`src/rtl/pipeline_ctrl_pkg.sv`:
```
// pipeline_ctrl_pkg
//   Shared definitions for the fetch/decode front-end sequencer:
//   default parameter values and the controller state encoding.
package pipeline_ctrl_pkg;

  localparam int DEFAULT_REGISTERS_BANK_SIZE = 32;
  localparam int DEFAULT_DRAIN_CYCLES        = 3;
  localparam int DEFAULT_COUNTER_SIZE        = 32;

  typedef enum logic [1:0] {
    ST_RUN    = 2'd0,
    ST_DRAIN  = 2'd1,
    ST_HALTED = 2'd2
  } state_t;

endpackage

```
`src/rtl/pipeline_ctrl_hazard_detector.sv`:
```
// pipeline_ctrl_hazard_detector
//   Purely combinational hazard detection for the instruction in ID.
//   Ports:
//     id_rs, id_rt     source registers of the ID instruction
//     id_uses_rs_id    ID instruction reads bus_a inside ID (jr/jalr/branch)
//     ex_mem_read      EX instruction is a load
//     ex_reg_write     EX instruction writes a register
//     ex_wr_addr       EX destination register
//     mem_mem_read     MEM instruction is a load
//     mem_wr_addr      MEM destination register
//     load_use         EX load feeds rs/rt of ID
//     id_dep           ID-resolved operand not yet available
//     hazard           load_use | id_dep
module pipeline_ctrl_hazard_detector
  import pipeline_ctrl_pkg::*;
#(
  parameter int REGISTERS_BANK_SIZE = DEFAULT_REGISTERS_BANK_SIZE,
  localparam int AW = $clog2(REGISTERS_BANK_SIZE)
) (
  input  logic [AW-1:0] id_rs,
  input  logic [AW-1:0] id_rt,
  input  logic          id_uses_rs_id,
  input  logic          ex_mem_read,
  input  logic          ex_reg_write,
  input  logic [AW-1:0] ex_wr_addr,
  input  logic          mem_mem_read,
  input  logic [AW-1:0] mem_wr_addr,
  output logic          load_use,
  output logic          id_dep,
  output logic          hazard
);

  // Register 0 is hard-wired, so a producer targeting it never blocks anyone.
  logic ex_dst_valid;
  logic mem_dst_valid;
  logic ex_hits_rs;
  logic ex_hits_rt;
  logic mem_hits_rs;

  assign ex_dst_valid  = (ex_wr_addr != '0);
  assign mem_dst_valid = (mem_wr_addr != '0);
  assign ex_hits_rs    = ex_dst_valid  && (ex_wr_addr == id_rs);
  assign ex_hits_rt    = ex_dst_valid  && (ex_wr_addr == id_rt);
  assign mem_hits_rs   = mem_dst_valid && (mem_wr_addr == id_rs);

  assign load_use = ex_mem_read && (ex_hits_rs || ex_hits_rt);

  // Operands consumed in ID cannot use the EX/MEM forwarding paths, so any
  // EX result, and a MEM load result, must be waited for.
  assign id_dep = id_uses_rs_id &&
                  ((ex_reg_write && ex_hits_rs) || (mem_mem_read && mem_hits_rs));

  assign hazard = load_use || id_dep;

endmodule

```
`src/rtl/pipeline_ctrl.sv`:
```
// pipeline_ctrl
//   Front-end sequencer: each cycle chooses run, stall, flush or freeze,
//   handles the halt/drain sequence and debug single-step, and keeps
//   advanced-cycle and bubble-cycle counters.
//   Ports:
//     i_clk, i_reset            clock, synchronous active-high reset
//     i_step_mode, i_step       debug stepping (advance only on i_step)
//     i_id_*                    decode-stage operands, jump and halt flags
//     i_ex_*, i_mem_*           producer info from EX and MEM
//     o_pc_write, o_if_id_write PC and IF/ID load enables
//     o_if_id_flush             clear IF/ID to NOP
//     o_ctr_reg_src             1: ID emits an all-zero control bubble
//     o_pipe_enable             enable for ID/EX, EX/MEM, MEM/WB
//     o_halted                  halted and drained
//     o_cycle_count             advanced cycles since reset
//     o_stall_count             bubble cycles since reset
module pipeline_ctrl
  import pipeline_ctrl_pkg::*;
#(
  parameter int REGISTERS_BANK_SIZE = DEFAULT_REGISTERS_BANK_SIZE,
  parameter int DRAIN_CYCLES        = DEFAULT_DRAIN_CYCLES,
  parameter int COUNTER_SIZE        = DEFAULT_COUNTER_SIZE,
  localparam int AW = $clog2(REGISTERS_BANK_SIZE)
) (
  input  logic                    i_clk,
  input  logic                    i_reset,
  input  logic                    i_step_mode,
  input  logic                    i_step,
  input  logic [AW-1:0]           i_id_rs,
  input  logic [AW-1:0]           i_id_rt,
  input  logic                    i_id_uses_rs_id,
  input  logic                    i_id_jump,
  input  logic                    i_id_halt,
  input  logic                    i_ex_mem_read,
  input  logic                    i_ex_reg_write,
  input  logic [AW-1:0]           i_ex_wr_addr,
  input  logic                    i_mem_mem_read,
  input  logic [AW-1:0]           i_mem_wr_addr,
  output logic                    o_pc_write,
  output logic                    o_if_id_write,
  output logic                    o_if_id_flush,
  output logic                    o_ctr_reg_src,
  output logic                    o_pipe_enable,
  output logic                    o_halted,
  output logic [COUNTER_SIZE-1:0] o_cycle_count,
  output logic [COUNTER_SIZE-1:0] o_stall_count
);

  localparam int DW = (DRAIN_CYCLES > 1) ? $clog2(DRAIN_CYCLES) : 1;
  localparam logic [DW-1:0] DRAIN_LAST = DW'(DRAIN_CYCLES - 1);

  state_t                  state_reg, state_next;
  logic [DW-1:0]           drain_cnt_reg, drain_cnt_next;
  logic [COUNTER_SIZE-1:0] cycle_count_reg, cycle_count_next;
  logic [COUNTER_SIZE-1:0] stall_count_reg, stall_count_next;

  logic adv;
  logic load_use;
  logic id_dep;
  logic hazard;

  assign adv = !i_step_mode || i_step;

  pipeline_ctrl_hazard_detector #(
    .REGISTERS_BANK_SIZE(REGISTERS_BANK_SIZE)
  ) u_hazard (
    .id_rs         (i_id_rs),
    .id_rt         (i_id_rt),
    .id_uses_rs_id (i_id_uses_rs_id),
    .ex_mem_read   (i_ex_mem_read),
    .ex_reg_write  (i_ex_reg_write),
    .ex_wr_addr    (i_ex_wr_addr),
    .mem_mem_read  (i_mem_mem_read),
    .mem_wr_addr   (i_mem_wr_addr),
    .load_use      (load_use),
    .id_dep        (id_dep),
    .hazard        (hazard)
  );

  always_ff @(posedge i_clk) begin
    if (i_reset) begin
      state_reg       <= ST_RUN;
      drain_cnt_reg   <= '0;
      cycle_count_reg <= '0;
      stall_count_reg <= '0;
    end else begin
      state_reg       <= state_next;
      drain_cnt_reg   <= drain_cnt_next;
      cycle_count_reg <= cycle_count_next;
      stall_count_reg <= stall_count_next;
    end
  end

  // Priority: halted > freeze (~adv) > hazard > halt > jump > run.
  always_comb begin
    state_next       = state_reg;
    drain_cnt_next   = drain_cnt_reg;
    cycle_count_next = cycle_count_reg;
    stall_count_next = stall_count_reg;
    o_pc_write       = 1'b0;
    o_if_id_write    = 1'b0;
    o_if_id_flush    = 1'b0;
    o_ctr_reg_src    = 1'b0;
    o_pipe_enable    = 1'b0;
    o_halted         = 1'b0;

    if (state_reg == ST_HALTED) begin
      o_ctr_reg_src = 1'b1;
      o_halted      = 1'b1;
    end else if (adv) begin
      cycle_count_next = cycle_count_reg + COUNTER_SIZE'(1);
      o_pipe_enable    = 1'b1;
      case (state_reg)
        ST_RUN: begin
          if (hazard) begin
            // Hold PC and IF/ID, inject a bubble; a pending jump or halt is
            // seen again once the operand is available.
            o_ctr_reg_src    = 1'b1;
            stall_count_next = stall_count_reg + COUNTER_SIZE'(1);
          end else if (i_id_halt) begin
            // Let the halt itself flow down the pipe but fetch nothing more.
            state_next     = ST_DRAIN;
            drain_cnt_next = '0;
          end else if (i_id_jump) begin
            o_pc_write    = 1'b1;
            o_if_id_flush = 1'b1;
          end else begin
            o_pc_write    = 1'b1;
            o_if_id_write = 1'b1;
          end
        end
        ST_DRAIN: begin
          o_ctr_reg_src = 1'b1;
          if (drain_cnt_reg == DRAIN_LAST) begin
            state_next     = ST_HALTED;
            drain_cnt_next = '0;
          end else begin
            drain_cnt_next = drain_cnt_reg + DW'(1);
          end
        end
        default: begin
          state_next = ST_RUN;
        end
      endcase
    end
  end

  assign o_cycle_count = cycle_count_reg;
  assign o_stall_count = stall_count_reg;

endmodule
```
`config.mk`:
```
export PLATFORM = sky130hd
export DESIGN_NAME = pipeline_ctrl
export DESIGN_NICKNAME = d
export VERILOG_FILES = /design/src/rtl/pipeline_ctrl_pkg.sv /design/src/rtl/pipeline_ctrl_hazard_detector.sv /design/src/rtl/pipeline_ctrl.sv
export SDC_FILE = /design/constraint.sdc
export NUM_CORES = 1
export LEC_CHECK = 0
export ABC_AREA = 1
export BUFFER_PORTS_ARGS = -buffer_cell sky130_fd_sc_hd__buf_2
export CAP_MARGIN = 10
export CORE_UTILIZATION = 58
export CTS_BUF_LIST = sky130_fd_sc_hd__clkbuf_8 sky130_fd_sc_hd__clkbuf_16
export CTS_CLUSTER_DIAMETER = 40
export DETAILED_ROUTE_END_ITERATION = 8
export GPL_ROUTABILITY_DRIVEN = 0
export PLACE_DENSITY = 0.85
export SETUP_SLACK_MARGIN = 0.1
export SLEW_MARGIN = 20
export SYNTH_ARGS = -nofsm -noshare
export SYNTH_HDL_FRONTEND = slang
export SYNTH_SLANG_ARGS = --single-unit
```
`constraint.sdc`:
```
create_clock -name i_clk -period 4.2 [get_ports i_clk]
set_input_delay 0.84 -clock i_clk [delete_from_list [all_inputs] [get_ports i_clk]]
set_output_delay 0.84 -clock i_clk [all_outputs]
set_load 0.05 [all_outputs]
```
==> impl_metrics.toml <==
[global_routing]
grt_max_degree = 48
grt_pass1_wl_um = 18600
gr-total-overflow = 0
grt_util_all_layers = 0.306
antenna_found_initial = 0
grt_pass1_vias = 4383

[timing]
hold_viol = 0
worst_pin_slew_ns = 0.668
period_share = 0.711
rsz0062_at_grt = "no"
tns_ns = 0
min_period_ns = 2.99
max_freq_ghz = 0.335
finalSetupViolCount = 0
slew_headroom = 0.554
drv_slew = 0
final.setup_skew_ns = 0.0186

[place]
place_area_mm2 = 0.00473
dpl.hpwl_um = 7980
port_buffers = 99
dp_cells = 821

[drt]
drt-initial-drc-count = 271
drc = 0
viasPerCell = 5.61
wl_per_cell_um = 13.2
routed_wirelength_um = 11000
num_vias = 4694
ant_nets = 0
first_pass_iters = 5

[pwr]
p_comb_frac = 0.199
switching_share = 0.340
p_int_uw = 1010
seqPwrFrac = 0.440
p_clk_frac = 0.361
power-per-cell-area_mw_per_mm2 = 311
switchingPower_uw = 521
leakagePower_uw = 0.00212
ir_drop_uv = 255
fin_total_pwr_uw = 1530

[yosys]
synthFlopType = "dfxtp_1"
synthMuxAreaShare = 0
synth_cells = 643
synth-compound-area-share = 0.0915
synth_top_area_share = 0.326
synth_xor_area_frac = 0.0903
synth_edf_count = 0
async_flop_share = 0
synth_area_leaders = "dfxtp_1, nand2_1, nand4_1"
synth.cells.most_frequent = "nand2_1, nor2_1, inv_1"
syn_area_mm2 = 0.00417
ys_ff_latch = 68
synth_top_family_by_area = "simple AND/OR/NAND/NOR gates"
ys_warn_count = 0
yosysSeqAreaShare = 0.326
synthAdderAreaFrac = 0.00600
synth_most_common_cell = "nand2_1"
synthesis.nets = 675
synth_cell_types = 32
post_synth_and_or_nand_nor_area_fraction = 0.397
yosys.area.top_type = "dfxtp_1"
syn_avg_cell_area_um2 = 6.49

[final_layout]
stdcell_count = 837
nNetsFinal = 768
antennaDiodeCount = 0
final_util = 0.717
multi_input_area_mm2 = 0.00245
fill_cells = 594
drive_above_1_share = 0.181
seq_area_mm2 = 0.00136
area_growth_pct = 18.2
design_area_mm2 = 0.00493

[worst_setup_path]
cp_max_fo = 5
crit_slowest_cell = "buf_2"
critPathArrivalTime_ns = 2.15
required_ns = 3.36
start_kind = "input pin"
worstPathCellList = "buf_2, nor2_1, nand3_1, nand2_1, inv_1, nand3_1, nand2_1, nand2_1, nand2_2, nor3_2, inv_1, nor2_1, buf_2"
crit_path_frequent_cell = "nand2_1"
end_kind = "output pin"
path_delay_family = "simple AND/OR/NAND/NOR gates"
cp_num_buf_inv = 4
crit_type = "in2out"
r2r_slack_ns = 1.93
critical-path-max-stage-delay_ns = 0.26

[clock_tree]
ctsHtreeMaxLevel = 3
clock_path_buffers = 2
clk_pin_slew_worst_paths_ns = 0.08
cts_tree = "done"
holdBufCountCts = 0
worstSkewPairLatency_ns = 0.35
cts-root-buf = "clkbuf_8"
cts_resized = 0
cts.sinks = 68
cts_setup_buffers = 0
cts_buffers = 9

[floorplanning]
die_height_um = 86.8
io_pins = 100
design.core.area_mm2 = 0.00687
die_w_um = 86.8
initial_utilization = 0.607
rows = 30
die_area_mm2 = 0.00753

[run_status]
outcome = "finished clean"

[min_path]
hp-class = "reg2reg"

[flow_run]
cap_violations = 0
[final cells by class]
| type | count | share of cell area |
|---|---|---|
| clock inverter | 7 | 0.0152 |
| tap | 96 | 0.0244 |
| timing repair buffer | 103 | 0.107 |
| inverter | 73 | 0.0556 |
| clock buffer | 9 | 0.0251 |
| multi-input combinational | 481 | 0.497 |
| sequential | 68 | 0.276 |
[kinds of logic after synthesis]
kind of cell               Yosys count
and+or+nand+nor                    362
xor gates and xnor gates            43
DFF                                 68
buffers and inverters               94
adders and majority gates            2
AOI/OAI and AO/OA                   74
[worst min-delay path, cell delays in order, from the launching register on]
cell	delay, ns
dfxtp_1	0.33
inv_1	0.05
a21oi_1	0.05
[through the flow]
stage          setup slack (ns)  hold WS (ns)
6_report                   1.21         0.481
5_1_grt                    1.08         0.507
3_3_place_gp               1.30         0.474
4_1_cts                    1.21         0.487
2_1_floorplan             0.527         0.478
3_5_place_dp               1.22         0.472
[power by group through the flow]
stage | clock (uW) | sequential (uW) | combinational (uW)
2_1_floorplan | 0 | 706 | 211
3_3_place_gp | 0 | 687 | 294
3_5_place_dp | 0 | 688 | 301
4_1_cts | 556 | 673 | 302
5_1_grt | 586 | 677 | 331
6_report | 553 | 674 | 304
[metal layers]
layer | share of wire | routed length [um] | global-route usage | up-vias
met2 | 0.47 | 5180 | 0.510 | 196
met1 | 0.44 | 4870 | 0.384 | 2153
li1 | - | - | - | 2311
met5 | 0 | 0 | 0 | -
met4 | 0.031 | 343 | 0.159 | 0
met3 | 0.056 | 622 | 0.0400 | 34
[cell usage in the layout, fill, tap and decap left out, types with 3 or more instances in the layout]
cell      Yosys  final
nand2_1     152    152
buf_2         7     99
nor2_1       78     77
inv_1        70     70
dfxtp_1      68     68
a21oi_1      50     50
nand4_1      47     47
nand3_1      35     35
nor3_1       28     27
xnor2_1      23     23
xor2_1       20     20
o21ai_0      17     17
clkbuf_8      0      9
nand2_2       4      4
nand3b_1      4      4
a31oi_1       4      4
buf_4         0      4
nor3b_1       3      3
nor4_1        3      3
clkinv_4      0      3
[final timing paths]
kind	from	end	cells past startpoint
worst max-delay path	i_ex_wr_addr[1]	o_if_id_flush	13
worst min-delay path	o_cycle_count[10]	o_cycle_count[10]	2
worst max register to register	state_reg[0]	o_stall_count[10]	7
worst min register to register	o_cycle_count[10]	o_cycle_count[10]	2
No activity file was read; power rests on OpenSTA's default activity.
